### src/rtl/cp0_exc_if.sv
// cp0_exc_if: M-stage exception flags, MTC0/MFC0 port and CP0 status outputs.
// Latency: wires only; no storage.
// Backpressure: none; master is the pipeline, slave is the CP0 block.
interface cp0_exc_if;
    logic        instr_validM;
    logic [31:0] pcM;
    logic        delayslotM;
    logic        syscallM;
    logic        breakM;
    logic        eretM;
    logic        invalidM;
    logic        overflowM;
    logic        adel_ifM;
    logic        adel_dM;
    logic        ades_dM;
    logic [31:0] bad_addrM;
    logic [5:0]  ext_int;
    logic        cp0_we;
    logic [4:0]  cp0_waddr;
    logic [4:0]  cp0_raddr;
    logic [31:0] cp0_wdata;
    logic [31:0] cp0_rdata;
    logic        flush;
    logic [31:0] new_pc;
    logic [31:0] epc_o;
    logic [31:0] status_o;
    logic [31:0] cause_o;

    modport master (
        output instr_validM, pcM, delayslotM, syscallM, breakM, eretM, invalidM,
               overflowM, adel_ifM, adel_dM, ades_dM, bad_addrM, ext_int,
               cp0_we, cp0_waddr, cp0_raddr, cp0_wdata,
        input  cp0_rdata, flush, new_pc, epc_o, status_o, cause_o
    );

    modport slave (
        input  instr_validM, pcM, delayslotM, syscallM, breakM, eretM, invalidM,
               overflowM, adel_ifM, adel_dM, ades_dM, bad_addrM, ext_int,
               cp0_we, cp0_waddr, cp0_raddr, cp0_wdata,
        output cp0_rdata, flush, new_pc, epc_o, status_o, cause_o
    );
endinterface

### src/rtl/cp0_exc.sv
// cp0_exc: CP0 registers and precise-exception resolver at M; define CP0_TIMER_INT_EN for Count/Compare timer interrupt.
// Latency: flush/new_pc/cp0_rdata combinational in the M cycle; register updates land at the next edge.
// Backpressure: none; ordering of MTC0->MFC0 and stalls are the pipeline's responsibility.
module cp0_exc #(
    parameter logic [31:0] EXC_VECTOR = 32'hBFC0_0380,
    parameter logic [31:0] STATUS_RST = 32'h0040_0000
) (
    input  logic     clk,
    input  logic     rst,
    cp0_exc_if.slave bus
);
    localparam logic [4:0] EXC_INT  = 5'h00;
    localparam logic [4:0] EXC_ADEL = 5'h04;
    localparam logic [4:0] EXC_ADES = 5'h05;
    localparam logic [4:0] EXC_SYS  = 5'h08;
    localparam logic [4:0] EXC_BP   = 5'h09;
    localparam logic [4:0] EXC_RI   = 5'h0A;
    localparam logic [4:0] EXC_OV   = 5'h0C;

    localparam logic [4:0] REG_BADVADDR = 5'd8;
    localparam logic [4:0] REG_COUNT    = 5'd9;
    localparam logic [4:0] REG_COMPARE  = 5'd11;
    localparam logic [4:0] REG_STATUS   = 5'd12;
    localparam logic [4:0] REG_CAUSE    = 5'd13;
    localparam logic [4:0] REG_EPC      = 5'd14;

    logic [7:0]  status_im;
    logic        status_exl;
    logic        status_ie;
    logic        cause_bd;
    logic [5:0]  cause_hw;
    logic [1:0]  cause_sw;
    logic [4:0]  cause_exc;
    logic [31:0] epc;
    logic [31:0] badvaddr;
    logic        ti;

    logic [7:0]  cause_ip;
    logic [31:0] status_rd;
    logic [31:0] cause_rd;
    logic        int_req;
    logic        exc_take;
    logic        eret_take;
    logic        exc_flush;
    logic [4:0]  exc_code;
    logic        exc_badv;
    logic [31:0] badv_val;
    logic        wr;

    // The timer shares IP7 with the highest hardware line.
    assign cause_ip  = {cause_hw[5] | ti, cause_hw[4:0], cause_sw};
    assign status_rd = {9'd0, 1'b1, 6'd0, status_im, 6'd0, status_exl, status_ie};
    assign cause_rd  = {cause_bd, ti, 14'd0, cause_ip, 1'b0, cause_exc, 2'b00};

    assign int_req = status_ie & ~status_exl & (|(cause_ip & status_im)) & bus.instr_validM;

    always_comb begin
        exc_take = 1'b1;
        exc_code = EXC_INT;
        exc_badv = 1'b0;
        badv_val = bus.pcM;
        if (!bus.instr_validM) begin
            exc_take = 1'b0;
        end else if (int_req) begin
            exc_code = EXC_INT;
        end else if (bus.adel_ifM) begin
            exc_code = EXC_ADEL;
            exc_badv = 1'b1;
            badv_val = bus.pcM;
        end else if (bus.invalidM) begin
            exc_code = EXC_RI;
        end else if (bus.overflowM) begin
            exc_code = EXC_OV;
        end else if (bus.syscallM) begin
            exc_code = EXC_SYS;
        end else if (bus.breakM) begin
            exc_code = EXC_BP;
        end else if (bus.adel_dM) begin
            exc_code = EXC_ADEL;
            exc_badv = 1'b1;
            badv_val = bus.bad_addrM;
        end else if (bus.ades_dM) begin
            exc_code = EXC_ADES;
            exc_badv = 1'b1;
            badv_val = bus.bad_addrM;
        end else begin
            exc_take = 1'b0;
        end
    end

    assign eret_take = bus.instr_validM & bus.eretM & ~exc_take;
    assign exc_flush = exc_take | eret_take;
    // An excepting or returning instruction never commits its own MTC0.
    assign wr        = bus.cp0_we & ~exc_flush;

    assign bus.flush    = exc_flush & ~rst;
    assign bus.new_pc   = exc_take ? EXC_VECTOR : epc;
    assign bus.epc_o    = epc;
    assign bus.status_o = status_rd;
    assign bus.cause_o  = cause_rd;

    always_ff @(posedge clk) begin
        if (rst) begin
            status_im  <= STATUS_RST[15:8];
            status_exl <= STATUS_RST[1];
            status_ie  <= STATUS_RST[0];
            cause_bd   <= 1'b0;
            cause_hw   <= 6'd0;
            cause_sw   <= 2'd0;
            cause_exc  <= 5'd0;
            epc        <= 32'd0;
            badvaddr   <= 32'd0;
        end else begin
            cause_hw <= bus.ext_int;
            if (exc_take) begin
                status_exl <= 1'b1;
                cause_exc  <= exc_code;
                cause_bd   <= bus.delayslotM;
                epc        <= bus.delayslotM ? bus.pcM - 32'd4 : bus.pcM;
                if (exc_badv) begin
                    badvaddr <= badv_val;
                end
            end else if (eret_take) begin
                status_exl <= 1'b0;
            end else if (wr) begin
                case (bus.cp0_waddr)
                    REG_STATUS: begin
                        status_im  <= bus.cp0_wdata[15:8];
                        status_exl <= bus.cp0_wdata[1];
                        status_ie  <= bus.cp0_wdata[0];
                    end
                    REG_CAUSE: cause_sw <= bus.cp0_wdata[9:8];
                    REG_EPC:   epc      <= bus.cp0_wdata;
                    default: ;
                endcase
            end
        end
    end

`ifdef CP0_TIMER_INT_EN
    logic [31:0] count;
    logic [31:0] compare;
    logic        tick;

    always_ff @(posedge clk) begin
        if (rst) begin
            count   <= 32'd0;
            compare <= 32'd0;
            tick    <= 1'b0;
            ti      <= 1'b0;
        end else begin
            tick <= ~tick;
            if (wr && bus.cp0_waddr == REG_COUNT) begin
                count <= bus.cp0_wdata;
            end else if (tick) begin
                count <= count + 32'd1;
            end
            if (wr && bus.cp0_waddr == REG_COMPARE) begin
                compare <= bus.cp0_wdata;
                ti      <= 1'b0;
            end else if (count == compare && compare != 32'd0) begin
                ti <= 1'b1;
            end
        end
    end
`else
    assign ti = 1'b0;
`endif

    always_comb begin
        case (bus.cp0_raddr)
            REG_BADVADDR: bus.cp0_rdata = badvaddr;
`ifdef CP0_TIMER_INT_EN
            REG_COUNT:    bus.cp0_rdata = count;
            REG_COMPARE:  bus.cp0_rdata = compare;
`endif
            REG_STATUS:   bus.cp0_rdata = status_rd;
            REG_CAUSE:    bus.cp0_rdata = cause_rd;
            REG_EPC:      bus.cp0_rdata = epc;
            default:      bus.cp0_rdata = 32'd0;
        endcase
    end
endmodule

### src/flat_wrapper.sv
// flat-port wrapper written by rule: the top's interface ports become plain ports
module cp0_exc_flat 
#(
    parameter logic [31:0] EXC_VECTOR = 32'hBFC0_0380,
    parameter logic [31:0] STATUS_RST = 32'h0040_0000
)
  (clk, rst, bus_instr_validM, bus_pcM, bus_delayslotM, bus_syscallM, bus_breakM, bus_eretM, bus_invalidM, bus_overflowM, bus_adel_ifM, bus_adel_dM, bus_ades_dM, bus_bad_addrM, bus_ext_int, bus_cp0_we, bus_cp0_waddr, bus_cp0_raddr, bus_cp0_wdata, bus_cp0_rdata, bus_flush, bus_new_pc, bus_epc_o, bus_status_o, bus_cause_o);
  cp0_exc_if bus_i ();
  input  logic clk;
  input  logic rst;
  input wire logic [$bits(bus_i.instr_validM)-1:0] bus_instr_validM;
  input wire logic [$bits(bus_i.pcM)-1:0] bus_pcM;
  input wire logic [$bits(bus_i.delayslotM)-1:0] bus_delayslotM;
  input wire logic [$bits(bus_i.syscallM)-1:0] bus_syscallM;
  input wire logic [$bits(bus_i.breakM)-1:0] bus_breakM;
  input wire logic [$bits(bus_i.eretM)-1:0] bus_eretM;
  input wire logic [$bits(bus_i.invalidM)-1:0] bus_invalidM;
  input wire logic [$bits(bus_i.overflowM)-1:0] bus_overflowM;
  input wire logic [$bits(bus_i.adel_ifM)-1:0] bus_adel_ifM;
  input wire logic [$bits(bus_i.adel_dM)-1:0] bus_adel_dM;
  input wire logic [$bits(bus_i.ades_dM)-1:0] bus_ades_dM;
  input wire logic [$bits(bus_i.bad_addrM)-1:0] bus_bad_addrM;
  input wire logic [$bits(bus_i.ext_int)-1:0] bus_ext_int;
  input wire logic [$bits(bus_i.cp0_we)-1:0] bus_cp0_we;
  input wire logic [$bits(bus_i.cp0_waddr)-1:0] bus_cp0_waddr;
  input wire logic [$bits(bus_i.cp0_raddr)-1:0] bus_cp0_raddr;
  input wire logic [$bits(bus_i.cp0_wdata)-1:0] bus_cp0_wdata;
  output wire logic [$bits(bus_i.cp0_rdata)-1:0] bus_cp0_rdata;
  output wire logic [$bits(bus_i.flush)-1:0] bus_flush;
  output wire logic [$bits(bus_i.new_pc)-1:0] bus_new_pc;
  output wire logic [$bits(bus_i.epc_o)-1:0] bus_epc_o;
  output wire logic [$bits(bus_i.status_o)-1:0] bus_status_o;
  output wire logic [$bits(bus_i.cause_o)-1:0] bus_cause_o;
  assign bus_i.instr_validM = bus_instr_validM;
  assign bus_i.pcM = bus_pcM;
  assign bus_i.delayslotM = bus_delayslotM;
  assign bus_i.syscallM = bus_syscallM;
  assign bus_i.breakM = bus_breakM;
  assign bus_i.eretM = bus_eretM;
  assign bus_i.invalidM = bus_invalidM;
  assign bus_i.overflowM = bus_overflowM;
  assign bus_i.adel_ifM = bus_adel_ifM;
  assign bus_i.adel_dM = bus_adel_dM;
  assign bus_i.ades_dM = bus_ades_dM;
  assign bus_i.bad_addrM = bus_bad_addrM;
  assign bus_i.ext_int = bus_ext_int;
  assign bus_i.cp0_we = bus_cp0_we;
  assign bus_i.cp0_waddr = bus_cp0_waddr;
  assign bus_i.cp0_raddr = bus_cp0_raddr;
  assign bus_i.cp0_wdata = bus_cp0_wdata;
  assign bus_cp0_rdata = bus_i.cp0_rdata;
  assign bus_flush = bus_i.flush;
  assign bus_new_pc = bus_i.new_pc;
  assign bus_epc_o = bus_i.epc_o;
  assign bus_status_o = bus_i.status_o;
  assign bus_cause_o = bus_i.cause_o;
  cp0_exc #(.EXC_VECTOR(EXC_VECTOR), .STATUS_RST(STATUS_RST)) u_core (.clk(clk), .rst(rst), .bus(bus_i));
endmodule
### config.mk
export PLATFORM = sky130hd
export DESIGN_NAME = cp0_exc_flat
export DESIGN_NICKNAME = d
export VERILOG_FILES = /design/src/rtl/cp0_exc_if.sv /design/src/rtl/cp0_exc.sv /design/src/flat_wrapper.sv
export SDC_FILE = /design/constraint.sdc
export NUM_CORES = 1
export LEC_CHECK = 0
export CAP_MARGIN = 20
export CELL_PAD_IN_SITES_DETAIL_PLACEMENT = 0
export CELL_PAD_IN_SITES_GLOBAL_PLACEMENT = 1
export CORE_MARGIN = 2
export CORE_UTILIZATION = 25
export DETAILED_ROUTE_END_ITERATION = 12
export GPL_TIMING_DRIVEN = 0
export PLACE_DENSITY_LB_ADDON = 0.2
export SYNTH_ARGS = -nofsm -noshare
export SYNTH_HDL_FRONTEND = slang
export SYNTH_SLANG_ARGS = --single-unit
### constraint.sdc
create_clock -name clk -period 2.7 [get_ports clk]
set_clock_uncertainty 0.2 [all_clocks]
set_input_delay 0.405 -clock clk [delete_from_list [all_inputs] [get_ports clk]]
set_output_delay 0.405 -clock clk [all_outputs]
set_load 0.005 [all_outputs]
* Word-level counts from Yosys, hierarchy flattened
Index checks and enable logic that the tools add are counted.
** Word-level totals
- Bits in registers :: 88
** Operators by class
- Add/subtract/negate cells :: 1
- Equal/unequal tests :: 8
- Muxes and demuxes :: 45
- Bitwise gates (word level) :: 14
- Reduce and logical (&&, ||, !) cells :: 10
** Operator list (number)
- two-way mux 32 bit :: 15
- case mux 32 bit (4 select lines) :: 1
- two-way mux 5 bit :: 8
- equality test 5 x 4 -> 1 bit (second input constant) :: 7
- subtractor 32 x 3 -> 32 bit (second input constant) :: 1
- two-way mux 1 bit :: 20
- AND 8 bit :: 1
- AND reduction 4 bit :: 2
- OR reduction 8 bit :: 1
- AND 1 bit :: 7
- nonzero test 3 bit :: 2
- NOT 1 bit :: 5
- AND reduction 2 bit :: 2
- nonzero test 2 bit :: 2
- two-way mux 3 bit :: 1
- AND reduction 3 bit :: 1
- != test 2 x 1 -> 1 bit (second input constant) :: 1
- OR 1 bit :: 1

* Depth between registers and ports, before layout
- Depth in word-level cells :: 17
- Mapped depth :: 8
- Gate-level depth less buffers :: 7

* Worst setup path after synthesis
No wires, ideal clock.
- Path type :: input to output
- Start :: input port bus_invalidM
- End :: output port bus_flush
- Arrival :: 2.097 ns
- Slack :: -0.002 ns
- Stages on the path :: 6
- Buffers on the path :: 2
- Cells stage by stage :: nor4_1 -> a21o_1 -> a21boi_1 -> clkbuf_1 -> clkbuf_1 -> a21oi_1
** On the way
- Longest elaborated chain between the ends :: 8
** RTL lines
- start, declared :: line flat_wrapper.sv:17 : input wire logic [$bits(bus_i.invalidM)-1:0] bus_invalidM;
- two-way mux 1 bit * :: line cp0_exc.sv:70 : end else if (bus.invalidM) begin
- two-way mux 1 bit * :: line cp0_exc.sv:66 : end else if (bus.adel_ifM) begin
- two-way mux 1 bit * :: line cp0_exc.sv:64 : end else if (int_req) begin
- two-way mux 1 bit * :: line cp0_exc.sv:62 : if (!bus.instr_validM) begin
- NOT 1 bit (no source line)
- AND 1 bit :: line cp0_exc.sv:91 : assign eret_take = bus.instr_validM & bus.eretM & ~exc_take;
- OR 1 bit * :: line cp0_exc.sv:92 : assign exc_flush = exc_take | eret_take;
- AND 1 bit * :: line cp0_exc.sv:96 : assign bus.flush = exc_flush & ~rst;
- end, declared :: line flat_wrapper.sv:29 : output wire logic [$bits(bus_i.flush)-1:0] bus_flush;
Mark *: on every way between the ends. The rest lies on a longest branch, timed or not.

* Final worst setup path
- Start :: register u_core.cause_hw[4]
- End :: output port bus_new_pc[6]
** On the way
- Longest elaborated chain between the ends :: 7
** RTL lines
- start, declared :: line cp0_exc.sv:31 : logic [5:0] cause_hw;
- start signal, assigned :: line cp0_exc.sv:114 : cause_hw <= bus.ext_int;
- AND 8 bit :: line cp0_exc.sv:55 : assign int_req = status_ie & ~status_exl & (|(cause_ip & status_im)) & bus.instr_validM;
- OR reduction 8 bit :: line cp0_exc.sv:55
- AND 1 bit (2 in series) :: line cp0_exc.sv:55
- two-way mux 1 bit :: line cp0_exc.sv:64
- two-way mux 1 bit :: line cp0_exc.sv:62
- two-way mux 32 bit :: line cp0_exc.sv:97 : assign bus.new_pc = exc_take ? EXC_VECTOR : epc;
- end, declared :: line flat_wrapper.sv:30 : output wire logic [$bits(bus_i.new_pc)-1:0] bus_new_pc;
Every way passes these cells.

==> qor.txt <==
Total Die Area: 22300 um2
Syn. warnings: 0
Initial Util: 0.253
Worst-Margin Slew: 0.903 ns
Post-layout min period: 2.70 ns
Maximum vdd ir drop: 0.000235 V
Ys flop type: dfxtp_1
Max Cap Viol: 0
Diode count: 0
Hold Vio Cnt, Final: 0
CP Launch Type: flop
Register area share after synthesis: 0.329
Worst Setup SP: u_core.cause_hw[4]$_SDFF_PP0_
Reg-to-reg slack, setup: 0.16 ns
Post-synth EDFFs: 0
Reg-to-Reg End: u_core.bus.epc_o[30]$_SDFFE_PP0P_
Failing checks: setup timing
Vias: 6206
Area grow syn2layout: 74.2%
Core Area: 20900 um2
Largest net degree at the start of global routing: 17
Min-delay worst type: input pin to flop
Hold Crit Endpoint: u_core.cause_exc[1]$_SDFFE_PP0P_
Min-delay src: bus_invalidM
Yosys top cell area share: 0.329
Sum of routed wire length over all layers: 26200 um
Hold Path Depth: 3
Critical Path RT: 2.10 ns
Final Power: 3.75 mW
Critical path class: flop to primary output
Synth Area per Inst: 8.16 um2
Number of CTS-inserted buffers: 9
Tot GR Track Use: 0.229
FF+latch count, synth: 87
First-pass GRT wire length: 37900 um
Layout fillers: 2155
CTS sink count: 87
Cell area after synthesis: 5290 um2
Clock buffer depth: 2
DR vias/cell: 4.91
Crit path max fanout: 5
WL met3: 1910 um
Initial antenna violation count: 0
Met2 wire length: 12200 um
Crit path DAT: 2.10 ns
# DRC: 0
Met1 WL: 11700 um
Cell taking the most area after synthesis: dfxtp_1
Fmax: 370 MHz
Die width: 149 um
Row count: 53
Worst rel slew slack: 0.398
CTS tree: yes
Final setup viols: 1
Max-slew violation count: 0
R2R depth: 5
Drt first-iter violations: 291
Die H: 149 um
Reg2Reg Launch Point: u_core.cause_sw[1]$_SDFFE_PP0P_
Final WS setup: -0.00255 ns
Cell Pwr Density: 407 nW/um2
Synth Instances: 648
I/O pins: 286
Htree depth: 3
Post-DRT Antenna Nets: 0
DR pass1 iterations: 5
CTS clock-pin slew for the worst setup and hold paths: 0.07 ns
Leak: 3.82 nW
Share of layout cells above drive strength 1: 0.220
Root buffer cell: clkbuf_16
Top cells by area, synth: dfxtp_1, a211oi_1, buf_4, nor2_1, mux2i_1
Synth unique cells: 52
DP HPWL: 19300 um
Max Used Layer: met4
Net count, final: 1111
Tcrit/Tclk final: 1.00
RSZ-0062 raised after global routing: true
Routability Congestion: 0.850
Status: complete, but fails checks
Crit. End Element: primary output
# port buffers: 239
Average routed wire per standard cell: 20.7 um
Clk_lat worst skew: 0.35 ns
Worst-case hold slack: 0.211 ns
Async set-reset flop share out of synthesis: 0
Vias in the first global route: 6153
Overflow after GRT: 0
Cell with the most instances after synthesis: dfxtp_1
List of most frequent post-synthesis cells: dfxtp_1, a211oi_1, nor2_1, clkbuf_1, buf_4
[worst max-delay path, cell delays in order (launching register included)]
cell and delay, ns:
dfxtp_2 0.34, a22oi_2 0.22, nand4_1 0.24, a21boi_4 0.25
buf_4 0.14, buf_6 0.09, clkbuf_8 0.12, buf_6 0.11
and2_1 0.12, clkbuf_2 0.11
[power by group]
part	internal, mW	leakage, nW	switching [mW]	total (mW)
logic	0.491	2.94	0.388	0.879
clock network	0.824	0.157	0.606	1.43
registers	1.36	0.721	0.0742	1.44
total	2.68	3.82	1.07	3.75
[worst max-delay path by stage]
stage	cells after the start	end	slack (ns)
after floorplan	6	bus_flush	0.07
after global placement	8	bus_flush	-1.77
after detailed placement	8	bus_flush	-1.79
after CTS	9	bus_flush	-0.16
after global routing	9	bus_new_pc[1]	-0.07
final	9	bus_new_pc[6]	-0.003
[cell usage in the layout, fill, tap and decap left out, types with 9 or more instances in the layout]
master / n
nand2b_1: 13
xnor2_1: 20
clkbuf_1: 26
buf_2: 26
a21oi_1: 9
clkdlybuf4s15_1: 11
clkdlybuf4s50_1: 153
a22o_1: 16
a211oi_1: 78
o22ai_1: 32
dlygate4sd2_1: 24
conb_1: 41
a22oi_1: 15
clkbuf_16: 12
nor2_1: 74
and2_1: 17
buf_4: 78
dlymetal6s2s_1: 10
nor2b_1: 23
dfxtp_1: 82
inv_1: 9
mux2i_1: 28
nand2_1: 22
buf_6: 14
nor3_1: 11
clkbuf_2: 20
[what timing repair did]
item                                    in CTS  in global routing
hold buffers                                 0                  0
endpoints found under the setup margin     136                107
pin swaps                                   18                 18
gates resized for setup                    240                101
buffers inserted                            48                  5
cloned                                       0                  1
[metrics by stage]
stage                util  TNS (ns)  instance area (um2)  setup WS, ns  cells
CTS                 0.441     -1.91                 9220        -0.165   1265
global route        0.441    -0.492                 9210       -0.0747   1265
finish              0.441  -0.00255                 9210      -0.00255   1265
floorplan               -         0                 5430        0.0686    687
detailed placement  0.391   -160.22                 8180         -1.79   1202
global placement    0.391   -157.46                 8170         -1.77   1201
[routing by layer]
metal  GRT usage  up-vias
met3      0.0433       35
met1       0.300     2942
li1            -     2978
met5           0        -
met4      0.0667        0
met2       0.383      251
[sequential cells by signal, summed over array words and instances, names as in the netlist]
name	count
u_core.bus.epc_o	32
u_core.cause_hw	6
u_core.status_exl	1
u_core.cause_sw	2
u_core.badvaddr	32
u_core.cause_bd	1
u_core.cause_exc	4
u_core.status_im	8
u_core.status_ie	1
[area by class of cell]
class                           instances  area (um2)  share of cell area
Inverter                               11        41.3             0.00448
Timing Repair Buffer                  291        2720               0.295
Multi-Input combinational cell        493        3370               0.366
Clock buffer                            9         225              0.0244
Buffer                                 92         663              0.0720
Tap cell                              275         344              0.0374
Clock inverter                          7         103              0.0111
Sequential cell                        87        1750               0.190
[cell families (layout without fill, tap and decap cells)]
kind of cell,count (synthesis),in the layout,share of synthesized area
adders and majority gates,1,1,0.00237
AOI/OAI and AO/OA,177,177,0.244
DFF,87,87,0.329
and+or+nand+nor,220,220,0.219
muxes,29,29,0.0551
xor gates and xnor gates,25,25,0.0414
buffers and inverters,107,410,0.107
other,2,41,0.00142
Power figures use the tool's default switching activity.
